`config.mk`:
```
export PLATFORM = sky130hd
export DESIGN_NAME = key_expansion_seq_flat
export DESIGN_NICKNAME = d
export VERILOG_FILES = /design/src/rtl/key_expansion_seq_if.sv /design/src/rtl/key_expansion_seq.sv /design/src/flat_wrapper.sv
export SDC_FILE = /design/constraint.sdc
export NUM_CORES = 1
export LEC_CHECK = 0
export BUFFER_PORTS_ARGS = -buffer_cell sky130_fd_sc_hd__buf_2
export CORE_ASPECT_RATIO = 1.1
export CORE_MARGIN = 4
export CORE_UTILIZATION = 25
export DETAILED_ROUTE_END_ITERATION = 6
export HOLD_SLACK_MARGIN = 0.03
export MAX_ROUTING_LAYER = met4
export PLACE_DENSITY = 0.44
export SYNTH_ARGS = -nofsm -noshare
export SYNTH_HDL_FRONTEND = slang
export SYNTH_SLANG_ARGS = --single-unit
```
`constraint.sdc`:
```
create_clock -name i_Clk -period 4.62 [get_ports i_Clk]
set_input_delay 0.231 -clock i_Clk [delete_from_list [all_inputs] [get_ports i_Clk]]
set_output_delay 0.231 -clock i_Clk [all_outputs]
set_load 0.01 [all_outputs]
```
`src/rtl/key_expansion_seq_if.sv`:
```
// ---------------------------------------------------------------------------
// key_expansion_seq_if
//
// Bundles the start request and the round-key output channel of the AES-128
// key-schedule engine.
//
//   i_Start     start request (only honoured while the engine is idle)
//   i_Key       128-bit cipher key, w0 = [127:96] .. w3 = [31:0]
//   i_Ready     consumer ready for o_RoundKey
//   o_RoundKey  current round key
//   o_Round     index of o_RoundKey, 0..10
//   o_Valid     o_RoundKey / o_Round valid
//   o_Busy      engine not idle
//   o_Done      one-cycle pulse after round 10 has been accepted
//
// Handshake: a round key transfers on a rising clock edge where
// o_Valid & i_Ready are both high. Once o_Valid is raised, o_RoundKey and
// o_Round stay stable and o_Valid stays high until that transfer; i_Ready may
// toggle freely and never feeds back into the key datapath.
//
// Modports:
//   slave  - the key-schedule engine
//   master - the requester / round-key consumer
// ---------------------------------------------------------------------------
interface key_expansion_seq_if;
  logic         i_Start;
  logic [127:0] i_Key;
  logic         i_Ready;
  logic [127:0] o_RoundKey;
  logic [3:0]   o_Round;
  logic         o_Valid;
  logic         o_Busy;
  logic         o_Done;

  modport slave (
    input  i_Start, i_Key, i_Ready,
    output o_RoundKey, o_Round, o_Valid, o_Busy, o_Done
  );

  modport master (
    output i_Start, i_Key, i_Ready,
    input  o_RoundKey, o_Round, o_Valid, o_Busy, o_Done
  );
endinterface

```
`src/rtl/key_expansion_seq.sv`:
```
// ---------------------------------------------------------------------------
// key_expansion_seq
//
// Sequential AES-128 key schedule. Latches a cipher key on start and hands
// out round keys 0..10 one per valid/ready transfer. Each new round key is
// built from the previous one with a single shared g-function
// (RotWord, SubWord, Rcon on the MSB byte).
//
// Ports:
//   i_Clk        clock, rising edge
//   i_Rst        asynchronous, active-high reset
//   bus          key_expansion_seq_if.slave (start/key in, round keys out)
//   o_dbg_state  current FSM state (IDLE=0, PRESENT=1, EXPAND=2, FINISH=3)
//
// Parameters:
//   NUM_ROUNDS   number of expansion rounds; only 10 (AES-128) is meaningful
//   ZEROIZE      1: clear the key register when returning to IDLE after the
//                last round key is accepted; 0: keep the last round key
// ---------------------------------------------------------------------------

// g-function: RotWord, SubWord, then XOR the round constant into the MSB byte.
module g_function (
  input  logic [31:0] i_word,
  input  logic [3:0]  i_round,
  output logic [31:0] o_word
);
  // AES S-box, entry 0x00 in the most significant byte.
  localparam logic [255:0][7:0] SBOX = {
    128'h637c777bf26b6fc53001672bfed7ab76,
    128'hca82c97dfa5947f0add4a2af9ca472c0,
    128'hb7fd9326363ff7cc34a5e5f171d83115,
    128'h04c723c31896059a071280e2eb27b275,
    128'h09832c1a1b6e5aa0523bd6b329e32f84,
    128'h53d100ed20fcb15b6acbbe394a4c58cf,
    128'hd0efaafb434d338545f9027f503c9fa8,
    128'h51a3408f929d38f5bcb6da2110fff3d2,
    128'hcd0c13ec5f974417c4a77e3d645d1973,
    128'h60814fdc222a908846eeb814de5e0bdb,
    128'he0323a0a4906245cc2d3ac629195e479,
    128'he7c8376d8dd54ea96c56f4ea657aae08,
    128'hba78252e1ca6b4c6e8dd741f4bbd8b8a,
    128'h703eb5664803f60e613557b986c11d9e,
    128'he1f8981169d98e949b1e87e9ce5528df,
    128'h8ca1890dbfe6426841992d0fb054bb16
  };

  // Entry x sits at packed index 255-x, which for 8 bits is ~x.
  function automatic logic [7:0] sbox(input logic [7:0] x);
    return SBOX[~x];
  endfunction

  // Round constants for rounds 1..10; other indices never reach EXPAND.
  function automatic logic [7:0] rcon(input logic [3:0] r);
    logic [7:0] c;
    case (r)
      4'd1:    c = 8'h01;
      4'd2:    c = 8'h02;
      4'd3:    c = 8'h04;
      4'd4:    c = 8'h08;
      4'd5:    c = 8'h10;
      4'd6:    c = 8'h20;
      4'd7:    c = 8'h40;
      4'd8:    c = 8'h80;
      4'd9:    c = 8'h1b;
      4'd10:   c = 8'h36;
      default: c = 8'h00;
    endcase
    return c;
  endfunction

  logic [31:0] rot_word;

  always_comb begin
    rot_word = {i_word[23:0], i_word[31:24]};
    o_word   = {sbox(rot_word[31:24]) ^ rcon(i_round),
                sbox(rot_word[23:16]),
                sbox(rot_word[15:8]),
                sbox(rot_word[7:0])};
  end
endmodule

module key_expansion_seq #(
  parameter int NUM_ROUNDS = 10,
  parameter bit ZEROIZE    = 1'b1
) (
  input  logic                  i_Clk,
  input  logic                  i_Rst,
  key_expansion_seq_if.slave    bus,
  output logic [1:0]            o_dbg_state
);
  typedef enum logic [1:0] {
    S_IDLE    = 2'd0,
    S_PRESENT = 2'd1,
    S_EXPAND  = 2'd2,
    S_FINISH  = 2'd3
  } state_t;

  localparam logic [3:0] LAST_ROUND = 4'(NUM_ROUNDS);

  state_t       state_q, state_d;
  logic [127:0] key_q,   key_d;
  logic [3:0]   round_q, round_d;
  logic         valid_q, valid_d;
  logic         busy_q,  busy_d;
  logic         done_q,  done_d;

  logic [3:0]   g_round;
  logic [31:0]  g_word;
  logic [31:0]  n0, n1, n2, n3;

  // The g-function only sees the registered key and round, so i_Ready never
  // reaches the S-box; its result is captured into key_q during EXPAND.
  assign g_round = round_q + 4'd1;

  g_function u_g_function (
    .i_word  (key_q[31:0]),
    .i_round (g_round),
    .o_word  (g_word)
  );

  always_comb begin
    n0 = key_q[127:96] ^ g_word;
    n1 = key_q[95:64]  ^ n0;
    n2 = key_q[63:32]  ^ n1;
    n3 = key_q[31:0]   ^ n2;
  end

  always_comb begin
    state_d = state_q;
    key_d   = key_q;
    round_d = round_q;
    valid_d = valid_q;
    busy_d  = busy_q;
    done_d  = 1'b0;

    case (state_q)
      S_IDLE: begin
        valid_d = 1'b0;
        busy_d  = 1'b0;
        if (bus.i_Start) begin
          key_d   = bus.i_Key;
          round_d = 4'd0;
          valid_d = 1'b1;
          busy_d  = 1'b1;
          state_d = S_PRESENT;
        end
      end

      S_PRESENT: begin
        // valid_q is high throughout PRESENT, so i_Ready alone marks a transfer.
        if (bus.i_Ready) begin
          valid_d = 1'b0;
          if (round_q == LAST_ROUND) begin
            done_d  = 1'b1;
            state_d = S_FINISH;
          end else begin
            state_d = S_EXPAND;
          end
        end
      end

      S_EXPAND: begin
        key_d   = {n0, n1, n2, n3};
        round_d = round_q + 4'd1;
        valid_d = 1'b1;
        state_d = S_PRESENT;
      end

      S_FINISH: begin
        busy_d  = 1'b0;
        state_d = S_IDLE;
        if (ZEROIZE) key_d = '0;
      end

      default: begin
        valid_d = 1'b0;
        busy_d  = 1'b0;
        state_d = S_IDLE;
      end
    endcase
  end

  always_ff @(posedge i_Clk or posedge i_Rst) begin
    if (i_Rst) begin
      state_q <= S_IDLE;
      key_q   <= '0;
      round_q <= '0;
      valid_q <= 1'b0;
      busy_q  <= 1'b0;
      done_q  <= 1'b0;
    end else begin
      state_q <= state_d;
      key_q   <= key_d;
      round_q <= round_d;
      valid_q <= valid_d;
      busy_q  <= busy_d;
      done_q  <= done_d;
    end
  end

  assign bus.o_RoundKey = key_q;
  assign bus.o_Round    = round_q;
  assign bus.o_Valid    = valid_q;
  assign bus.o_Busy     = busy_q;
  assign bus.o_Done     = done_q;
  assign o_dbg_state    = state_q;
endmodule
```
`src/flat_wrapper.sv`:
```
// flat-port wrapper written by rule: the top's interface ports become plain ports
module key_expansion_seq_flat 
#(
  parameter int NUM_ROUNDS = 10,
  parameter bit ZEROIZE    = 1'b1
)
  (i_Clk, i_Rst, o_dbg_state, bus_i_Start, bus_i_Key, bus_i_Ready, bus_o_RoundKey, bus_o_Round, bus_o_Valid, bus_o_Busy, bus_o_Done);
  key_expansion_seq_if bus_i ();
  input  logic i_Clk;
  input  logic i_Rst;
  output logic [1:0] o_dbg_state;
  input wire logic [$bits(bus_i.i_Start)-1:0] bus_i_Start;
  input wire logic [$bits(bus_i.i_Key)-1:0] bus_i_Key;
  input wire logic [$bits(bus_i.i_Ready)-1:0] bus_i_Ready;
  output wire logic [$bits(bus_i.o_RoundKey)-1:0] bus_o_RoundKey;
  output wire logic [$bits(bus_i.o_Round)-1:0] bus_o_Round;
  output wire logic [$bits(bus_i.o_Valid)-1:0] bus_o_Valid;
  output wire logic [$bits(bus_i.o_Busy)-1:0] bus_o_Busy;
  output wire logic [$bits(bus_i.o_Done)-1:0] bus_o_Done;
  assign bus_i.i_Start = bus_i_Start;
  assign bus_i.i_Key = bus_i_Key;
  assign bus_i.i_Ready = bus_i_Ready;
  assign bus_o_RoundKey = bus_i.o_RoundKey;
  assign bus_o_Round = bus_i.o_Round;
  assign bus_o_Valid = bus_i.o_Valid;
  assign bus_o_Busy = bus_i.o_Busy;
  assign bus_o_Done = bus_i.o_Done;
  key_expansion_seq #(.NUM_ROUNDS(NUM_ROUNDS), .ZEROIZE(ZEROIZE)) u_core (.i_Clk(i_Clk), .i_Rst(i_Rst), .bus(bus_i), .o_dbg_state(o_dbg_state));
endmodule
```
Yosys cells after proc, flatten, opt, wreduce, memory -nomap -nowiden

Memory sizes are Yosys's and may differ from the RTL's.
Cells that the tools add are included.

Word-level logic and storage cells: 59
Memories: 5
Memory bits (read-only): 8320
Bits in registers: 137
Bits of input ports: 132

$lt $le $gt $ge: 4
Muxes and demuxes: 19
Bitwise gates (word level): 9
Reduce and logical (&&, ||, !) cells: 9
Equal/unequal tests: 6
Add/subtract/negate cells: 1

Memories:

| memory           | depth | bits a word | rd ports | clocked after memory_dff | wr ports | line                    | RTL |
|---|---|---|---|---|---|---|---|
| (name not given) | 256   | 8           | 1        | 0                        | 0        | key_expansion_seq.sv:49 | `return SBOX[~x];` |
| (name not given) | 256   | 8           | 1        | 0                        | 0        | key_expansion_seq.sv:49 |  |
| (name not given) | 256   | 8           | 1        | 0                        | 0        | key_expansion_seq.sv:49 |  |
| (name not given) | 256   | 8           | 1        | 0                        | 0        | key_expansion_seq.sv:49 |  |
| (name not given) | 16    | 8           | 1        | 0                        | 0        | key_expansion_seq.sv:55 | `case (r)` |

Operators with widths:

| cell                                                                          | count |
|---|---|
| 128-bit one-hot mux with 3 select lines                                       | 1 |
| 128-bit two-way mux                                                           | 1 |
| 32-bit XOR                                                                    | 4 |
| 8-bit by 9-bit less-than comparator with 1-bit output (second input constant) | 4 |
| 8-bit two-way mux                                                             | 4 |
| 8-bit NOT                                                                     | 4 |
| 2-bit one-hot mux with 4 select lines                                         | 1 |
| 4-bit one-hot mux with 2 select lines                                         | 1 |
| 2-bit AND reduction                                                           | 4 |
| 8-bit XOR                                                                     | 1 |
| 1-bit two-way mux                                                             | 6 |
| 3-bit nonzero test                                                            | 2 |
| 4-bit by 1-bit adder with 4-bit output (second input constant)                | 1 |
| 2-bit == test (second input constant)                                         | 2 |
| 4-bit == test (second input constant)                                         | 1 |
| 2-bit two-way mux                                                             | 2 |
| 4-bit two-way mux                                                             | 1 |
| 2-bit inequality test (second input constant)                                 | 2 |
| 2-bit nonzero test                                                            | 2 |
| 1-bit one-hot mux with 3 select lines                                         | 1 |
| 2-bit by 1-bit == test with 1-bit output (second input constant)              | 1 |
| 2-bit zero test                                                               | 1 |
| 1-bit one-hot mux with 2 select lines                                         | 1 |

Logic depth before layout (Yosys ltp)

Gate-level depths: netlist of run 1.

Depth in word-level cells: 9
Gate-level depth with buffers: 14
Depth with buffers taken out: 11

Modules after synthesis

Synthesis of run 1 repeated with hierarchy kept, for this count alone.

Cell total of the unflattened synthesis: 3064
Area total of the unflattened synthesis: 21595.7 µm²

Modules (own cells, without submodules):

| module            | area an instance (µm²) | sequential area each (µm²) | cells an instance | times used |
|---|---|---|---|---|
| g_function        | 13272.7                | 0.0                        | 2153              | 1 |
| key_expansion_seq | 8323.0                 | 3428.3                     | 911               | 1 |

Worst setup path before layout of run 1

No wires, ideal clock.

Path type: register to register
Start point: register u_core.key_q[25], in the netlist u_core.bus.o_RoundKey[25]
End point: register u_core.key_q[6], in the netlist u_core.bus.o_RoundKey[6]
Path buffers: 1
Cell stages (with the launch flop): 13
Setup time: 0.153 ns
Data required time: 4.467 ns
Period minus slack after synthesis: 3.733 ns
Arrival: 3.581 ns
Slack: 0.887 ns
Path through: dfrtp_1 -> inv_1 -> clkbuf_1 -> ha_1 -> inv_1 -> mux4_2 -> mux4_2 -> a32oi_1 -> o41ai_2 -> xor2_1 -> xnor3_1 -> mux2i_1 -> o221ai_1

Longest elaborated chain between the ends: 8

RTL lines:

| what                                    | line                     | RTL |
|---|---|---|
| start, declared                         | key_expansion_seq.sv:101 | `logic [127:0] key_q, key_d;` |
| start signal, assigned                  | key_expansion_seq.sv:193 | `key_q <= key_d;` |
| 8-bit NOT                               | key_expansion_seq.sv:49  |  |
| memory read 256 x 8 bit                 | --                       |  |
| 8-bit two-way mux (implied by the code) | key_expansion_seq.sv:49  |  |
| 32-bit XOR                              | key_expansion_seq.sv:122 | `n0 = key_q[127:96] ^ g_word;` |
| 32-bit XOR                              | key_expansion_seq.sv:123 | `n1 = key_q[95:64] ^ n0;` |
| 32-bit XOR                              | key_expansion_seq.sv:124 | `n2 = key_q[63:32] ^ n1;` |
| 32-bit XOR                              | key_expansion_seq.sv:125 | `n3 = key_q[31:0] ^ n2;` |
| 128-bit one-hot mux with 3 select lines | key_expansion_seq.sv:136 | `case (state_q)` |

No other way between the ends. The select of a mux whose other input is x is not followed.
A chain may end at the register's enable or synchronous reset.

Final worst setup path of run 1

Start point: register u_core.key_q[9], in the netlist u_core.bus.o_RoundKey[9]
End point: register u_core.key_q[21], in the netlist u_core.bus.o_RoundKey[21]

Same word-level chain as after synthesis.

==> results of run 1 <==
[metrics by stage]
| step | setup WS (ns) | hold WS [ns] | cell area, um^2 |
|---|---|---|---|
| 3_5_place_dp | 0.482 | 0.364 | 25500 |
| 3_3_place_gp | 0.459 | 0.364 | 25500 |
| 2_1_floorplan | 0.721 | 0.360 | 22900 |
| 5_1_grt | 0.183 | 0.0655 | 26800 |
| 4_1_cts | 0.468 | 0.0305 | 26800 |
| 6_report | 0.395 | 0.0504 | 26800 |
[worst register-to-register path: stages (launching register included)]
cell       delay [ns]
dfrtp_1          0.34
buf_4            0.45
ha_1             0.62
nand2_1          0.34
or3b_2           0.30
o2111ai_1        0.21
mux4_2           0.54
mux2i_2          0.31
xnor2_1          0.21
xnor2_1          0.55
nand3_1          0.15
o211ai_1         0.13
[cell families (layout without fill, tap and decap cells)]
| kind of cell | Yosys count | in the layout | synth area share, % |
|---|---|---|---|
| other | 0 | 5 | 0 |
| flip-flops | 137 | 137 | 14.9 |
| AO/OA/AOI/OAI | 1085 | 1085 | 32.5 |
| multiplexers | 155 | 155 | 10.8 |
| buffers and inverters | 434 | 616 | 8.64 |
| AND/OR/NAND/NOR | 1076 | 1076 | 23.5 |
| adder cells (fa/ha/maj) | 72 | 72 | 3.94 |
| XOR/XNOR | 126 | 126 | 5.64 |
[layout make-up]
class | instances | area, um^2
multi-input cells | 2514 | 17600
flip-flops and latches | 137 | 3460
diodes | 5 | 12.5
well taps | 1180 | 1480
repair buffers | 504 | 3420
fillers | 9871 | 64200
inverters | 80 | 309
clock buffers | 20 | 457
clock inverters | 12 | 105
[worst min path at each step]
stage / from / cells after the start / endpoint
global route: bus_i_Key[4] / 2 / u_core.bus.o_RoundKey[4]$_DFFE_PP0P_
finish: bus_i_Key[113] / 3 / u_core.bus.o_RoundKey[113]$_DFFE_PP0P_
global placement: i_Rst / 2 / u_core.bus.o_RoundKey[71]$_DFFE_PP0P_
detailed placement: i_Rst / 2 / u_core.bus.o_RoundKey[71]$_DFFE_PP0P_
CTS: bus_i_Key[75] / 4 / u_core.bus.o_RoundKey[75]$_DFFE_PP0P_
floorplan: bus_i_Ready / 2 / u_core.bus.o_Done$_DFF_PP0_
[placed cells by master (no fill, tap or decap), types with 62 or more instances in the layout]
| master | synthesis | final |
|---|---|---|
| buf_2 | 123 | 268 |
| nor2_1 | 259 | 257 |
| o21ai_0 | 231 | 231 |
| a21oi_1 | 225 | 225 |
| nand2_1 | 214 | 214 |
| buf_4 | 20 | 149 |
| dfrtp_1 | 137 | 126 |
| nand3_1 | 112 | 112 |
| nor3_1 | 100 | 99 |
| nor2b_1 | 85 | 85 |
| nand2b_1 | 85 | 84 |
| dlygate4sd3_1 | 0 | 78 |
| xnor2_1 | 77 | 77 |
| mux4_2 | 68 | 68 |
| ha_1 | 69 | 68 |
| inv_1 | 64 | 63 |
| mux2i_1 | 62 | 62 |
[per-layer routing]
layer | up-vias | wire, um | GRT usage (%)
met5 | - | 0 | -
met4 | 0 | 6610 | 11.5
met3 | 350 | 11600 | 5.26
met2 | 1738 | 56000 | 38.8
met1 | 13300 | 51100 | 32.8
li1 | 12000 | - | -
[synthesized netlist by cell type (18+ instances only)]
library cell,count
or3_1,19
nor2_1,259
mux4_2,68
o211ai_1,49
nor2b_1,85
dfrtp_1,137
xor2_1,31
inv_1,64
mux2_2,20
o21ai_0,231
a32oi_1,35
a221oi_1,42
buf_4,20
a31oi_1,55
nand2_1,214
a21oi_1,225
o22ai_1,18
and2_1,30
nand2b_1,85
nor3b_1,20
or2_2,21
mux2i_1,62
and3_1,46
o221ai_1,22
buf_2,123
clkbuf_1,171
a311oi_1,32
nor3_1,100
nand3_1,112
a22oi_1,23
ha_1,69
buf_1,23
xnor2_1,77
a211oi_1,44
o21a_1,20
o31ai_1,37
o311ai_0,43
a221o_1,19
a21o_1,20
[registers in the layout (all words and copies together), names as in the netlist]
name / cells
u_core.o_dbg_state: 2
u_core.bus.o_Round: 4
u_core.bus.o_RoundKey: 128
u_core.bus.o_Valid: 1
u_core.bus.o_Done: 1
u_core.bus.o_Busy: 1
[repair_timing]
action / 4_1_cts / 5_1_grt
endpoints found under the hold margin: 147 / 0
setup endpoints to repair: 0 / 0
hold buffers: 78 / 0
==> results.toml, run 1 <==
[worst_setup_path]
r2r-start = "u_core.bus.o_RoundKey[9]$_DFFE_PP0P_"
start_kind = "register"
path_class = "reg -> reg"
cp-startpoint = "u_core.bus.o_RoundKey[9]$_DFFE_PP0P_"
worstReg2RegEnd = "u_core.bus.o_RoundKey[21]$_DFFE_PP0P_"
end_kind = "register"
cpLargestDelayFamily = "multiplexers"
path_buf_inv = 1
cp_cell_sequence = "buf_4, ha_1, nand2_1, or3b_2, o2111ai_1, mux4_2, mux2i_2, xnor2_1, xnor2_1, nand3_1, o211ai_1"
worstPathArrival_ns = 4.65
slowest_stage = "ha_1"
worstPathMaxFanout = 42
required_ns = 5.04
path_common_cell = "xnor2_1"
crit_path_end = "u_core.bus.o_RoundKey[21]$_DFFE_PP0P_"
max_stage_delay_ns = 0.61
cp_num_cells = 11
r2r_setup_slack_ns = 0.40
reg2reg_depth = 11

[detailed_routing]
drt-pass1-iter-count = 7
wl_per_cell_um = 28.2
drtIter0Drc = 3829
num_vias = 27400
via_per_inst = 6.15
routed_wl_mm = 125
drc = 17
postRouteAntennaNets = 0

[final_layout]
drive_above_1_share_pct = 19.7
final_util_pct = 29.5
area_delta_synth_final_pct = 16.8
final_cells = 4452
layout.nets = 3456

[floorplanning]
die_x_um = 297
dieArea_um2 = 96700
start_util_pct = 25.2
ios = 269
fp-row-count = 116
die_h_um = 326
core_um2 = 91000

[global_routing]
grt_usage_pct = 25.6
antenna_found_initial = 8
grt_pass1_wl_mm = 184
grt.overflow.total = 0
grt_max_degree = 150
grt_pass1_vias = 26000

[run_status]
failed_checks = "DRC"
status = "finished, violations left"

[sta]
max_freq_ghz = 0.237
clock_skew_ns = 0.0215
setup-tns-final_ns = 0
worst_pin_slew_ns = 1.15
finalSetupViolations = 0
relSlewSlack_pct = 23.2
fin_crit_ns = 4.22
rsz0062_at_grt = "no"
drv_slew = 0
post-route-period-util_pct = 91.4
hold_violations = 0

[clock_tree]
root_buffer = "clkbuf_16"
clock_path_buffers = 2
post_cts_buffers = 0
path_clk_slew_ns = 0.08
cts_buffers = 17
cts-htree-levels = 4
cts_resized = 0
cts_tree = "built"
cts_sinks = 137
clk_latency_ns = 0.52

[placed_design]
place_inst = 4337
portBuffers = 268
finalWeightedCongestion = 1.02
dp_hpwl_mm = 89.6

[logic_synthesis]
syn_avg_cell_area_um2 = 7.44
ys_types = 109
yosys_warnings = 0
synthFlopType = "dfrtp_1"
synth_edf_count = 0
synth_top_area_share_pct = 14.9
synth_nets = 3287
syn_inst = 3085
ys_seq_area_share_pct = 14.9
ys_top_cells_by_area = "dfrtp_1, mux4_2, o21ai_0, a21oi_1, nor2_1"
synth-async-reset-ratio_pct = 100
yosysTopAreaCell = "dfrtp_1"
syn_area_um2 = 22900
ys_ff_latch = 137

[flow_run]
drv_cap = 0

[worst_hold_path]
hold_class = "in -> reg"
Power of run 1 is left out: the tool's default activity adds up to more than one toggle a clock period on the data nets, which glitch-free logic cannot reach.
==> run 2: changes to the inputs <==
--- a/config.mk
+++ b/config.mk
@@ -6,13 +6,14 @@
 export NUM_CORES = 1
 export LEC_CHECK = 0
 export BUFFER_PORTS_ARGS = -buffer_cell sky130_fd_sc_hd__buf_2
-export CORE_ASPECT_RATIO = 1.1
+export CORE_ASPECT_RATIO = 1.25
 export CORE_MARGIN = 4
 export CORE_UTILIZATION = 25
 export DETAILED_ROUTE_END_ITERATION = 6
 export HOLD_SLACK_MARGIN = 0.03
 export MAX_ROUTING_LAYER = met4
 export PLACE_DENSITY = 0.44
+export RECOVER_POWER = 100
 export SYNTH_ARGS = -nofsm -noshare
 export SYNTH_HDL_FRONTEND = slang
 export SYNTH_SLANG_ARGS = --single-unit
==> results.toml, run 2 (same netlist as run 1, synthesis figures left out) <==
[clock_tree]
root_buffer = "clkbuf_16"
path_clk_slew_ns = 0.08
cts-htree-levels = 4
cts_sinks = 137
post_cts_buffers = 0
cts_tree = "built"
clk_latency_ns = 0.50
holdBufCountCts = 67
cts_resized = 0
clock_path_buffers = 2
cts_buffers = 17

[floorplanning]
die_x_um = 279
die_h_um = 347
ios = 269
fp-row-count = 123
core_um2 = 90500
start_util_pct = 25.4
dieArea_um2 = 96700

[final_layout]
area_delta_synth_final_pct = 15.2
final_cell_mix = "nor2_1, o21ai_0, a21oi_1"
drive_above_1_share_pct = 15.0
final_util_pct = 29.2
layout_commonest_cell = "nor2_1"
largest_reg_flops = 128
final_area_um2 = 26400
layout.nets = 3447

[detailed_routing]
via_per_inst = 6.12
num_vias = 27300
routed_wl_mm = 125
drc = 2
drtIter0Drc = 3509
wl_per_cell_um = 28.0
postRouteAntennaNets = 0
drt-pass1-iter-count = 7

[worst_setup_path]
worstPathMaxFanout = 10
r2r_setup_slack_ns = 0.27
reg2reg_depth = 12
start_kind = "register"
worstPathArrival_ns = 4.72
end_kind = "register"
r2r-start = "u_core.bus.o_RoundKey[17]$_DFFE_PP0P_"
worstReg2RegEnd = "u_core.bus.o_RoundKey[60]$_DFFE_PP0P_"
required_ns = 4.99
path_class = "reg -> reg"

[run_status]
status = "finished, violations left"
failed_checks = "DRC, capacitance limit, slew limit"

[global_routing]
grt_pass1_vias = 26000
grt_usage_pct = 25.3
antenna_found_initial = 6
grt_max_degree = 123
grt_pass1_wl_mm = 183
grt.overflow.total = 0

[flow_run]
drv_cap = 4

[sta]
finalSetupViolations = 0
hold_violations = 0
relSlewSlack_pct = -65.8
clock_skew_ns = 0.0234
drv_slew = 180
fin_crit_ns = 4.35
setup-tns-final_ns = 0
rsz0062_at_grt = "no"
post-route-period-util_pct = 94.2
max_freq_ghz = 0.230
setup_ws_ns = 0.268
worst_pin_slew_ns = 2.49

[worst_hold_path]
hold_class = "in -> reg"
worstHoldPathCells = 3
worstHoldEndpoint = "u_core.bus.o_RoundKey[20]$_DFFE_PP0P_"
hp-start = "bus_i_Key[20]"

[placed_design]
portBuffers = 268
dp_hpwl_mm = 90.3
placed_cell_area_um2 = 25500
finalWeightedCongestion = 1.02
dpl_worst_slack_ns = 0.582
-- run 2: stage by stage --
step	instances	hold slack [ns]
after floorplan	3085	0.360
after CTS	4445	0.0334
after detailed placement	4346	0.434
after global routing	4450	0.0462
final	4451	0.0580
after global placement	4346	0.405
-- run 2: worst max-delay path by stage --
stage | depth (start not counted) | end | start
final | 12 | u_core.bus.o_RoundKey[60]$_DFFE_PP0P_ | u_core.bus.o_RoundKey[17]$_DFFE_PP0P_
after global routing | 9 | u_core.bus.o_RoundKey[0]$_DFFE_PP0P_ | u_core.bus.o_RoundKey[28]$_DFFE_PP0P_
after CTS | 12 | u_core.bus.o_RoundKey[6]$_DFFE_PP0P_ | u_core.bus.o_RoundKey[25]$_DFFE_PP0P_
after detailed placement | 12 | u_core.bus.o_RoundKey[6]$_DFFE_PP0P_ | u_core.bus.o_RoundKey[25]$_DFFE_PP0P_
after global placement | 12 | u_core.bus.o_RoundKey[6]$_DFFE_PP0P_ | u_core.bus.o_RoundKey[25]$_DFFE_PP0P_
after floorplan | 1 | u_core.bus.o_Busy$_DFFE_PP0P_ | i_Rst
-- run 2: final cells by class --
cell class | instances | area [um^2]
fill | 9988 | 64100
multi-input combinational | 2514 | 17500
sequential | 137 | 3450
timing repair buffer | 495 | 3140
tap | 1187 | 1490
clock buffer | 20 | 457
inverter | 80 | 305
clock inverter | 12 | 116
antenna | 6 | 15.0
-- run 2: worst max-delay path, stage by stage (launching register included) --
cell       delay [ns]
dfrtp_1          0.46
clkinv_1         0.28
clkbuf_2         0.33
ha_1             0.46
or2_2            0.36
a21oi_1          0.16
a311oi_1         0.08
a211oi_1         0.40
a2111oi_2        0.15
xnor2_1          0.87
xnor2_1          0.19
a21o_1           0.22
a221o_1          0.28
-- run 2: metal layers --
| metal | part of all wire (%) | global-route usage [%] | routed length [um] | vias to the layer above |
|---|---|---|---|---|
| li1 | - | - | - | 12000 |
| met1 | 39 | 31.3 | 48800 | 13100 |
| met2 | 45 | 39.4 | 56300 | 1727 |
| met3 | 8.8 | 4.55 | 11000 | 420 |
| met4 | 6.8 | 13.6 | 8480 | 0 |
| met5 | 0 | - | 0 | - |
Power of run 2 is left out for the same reason.
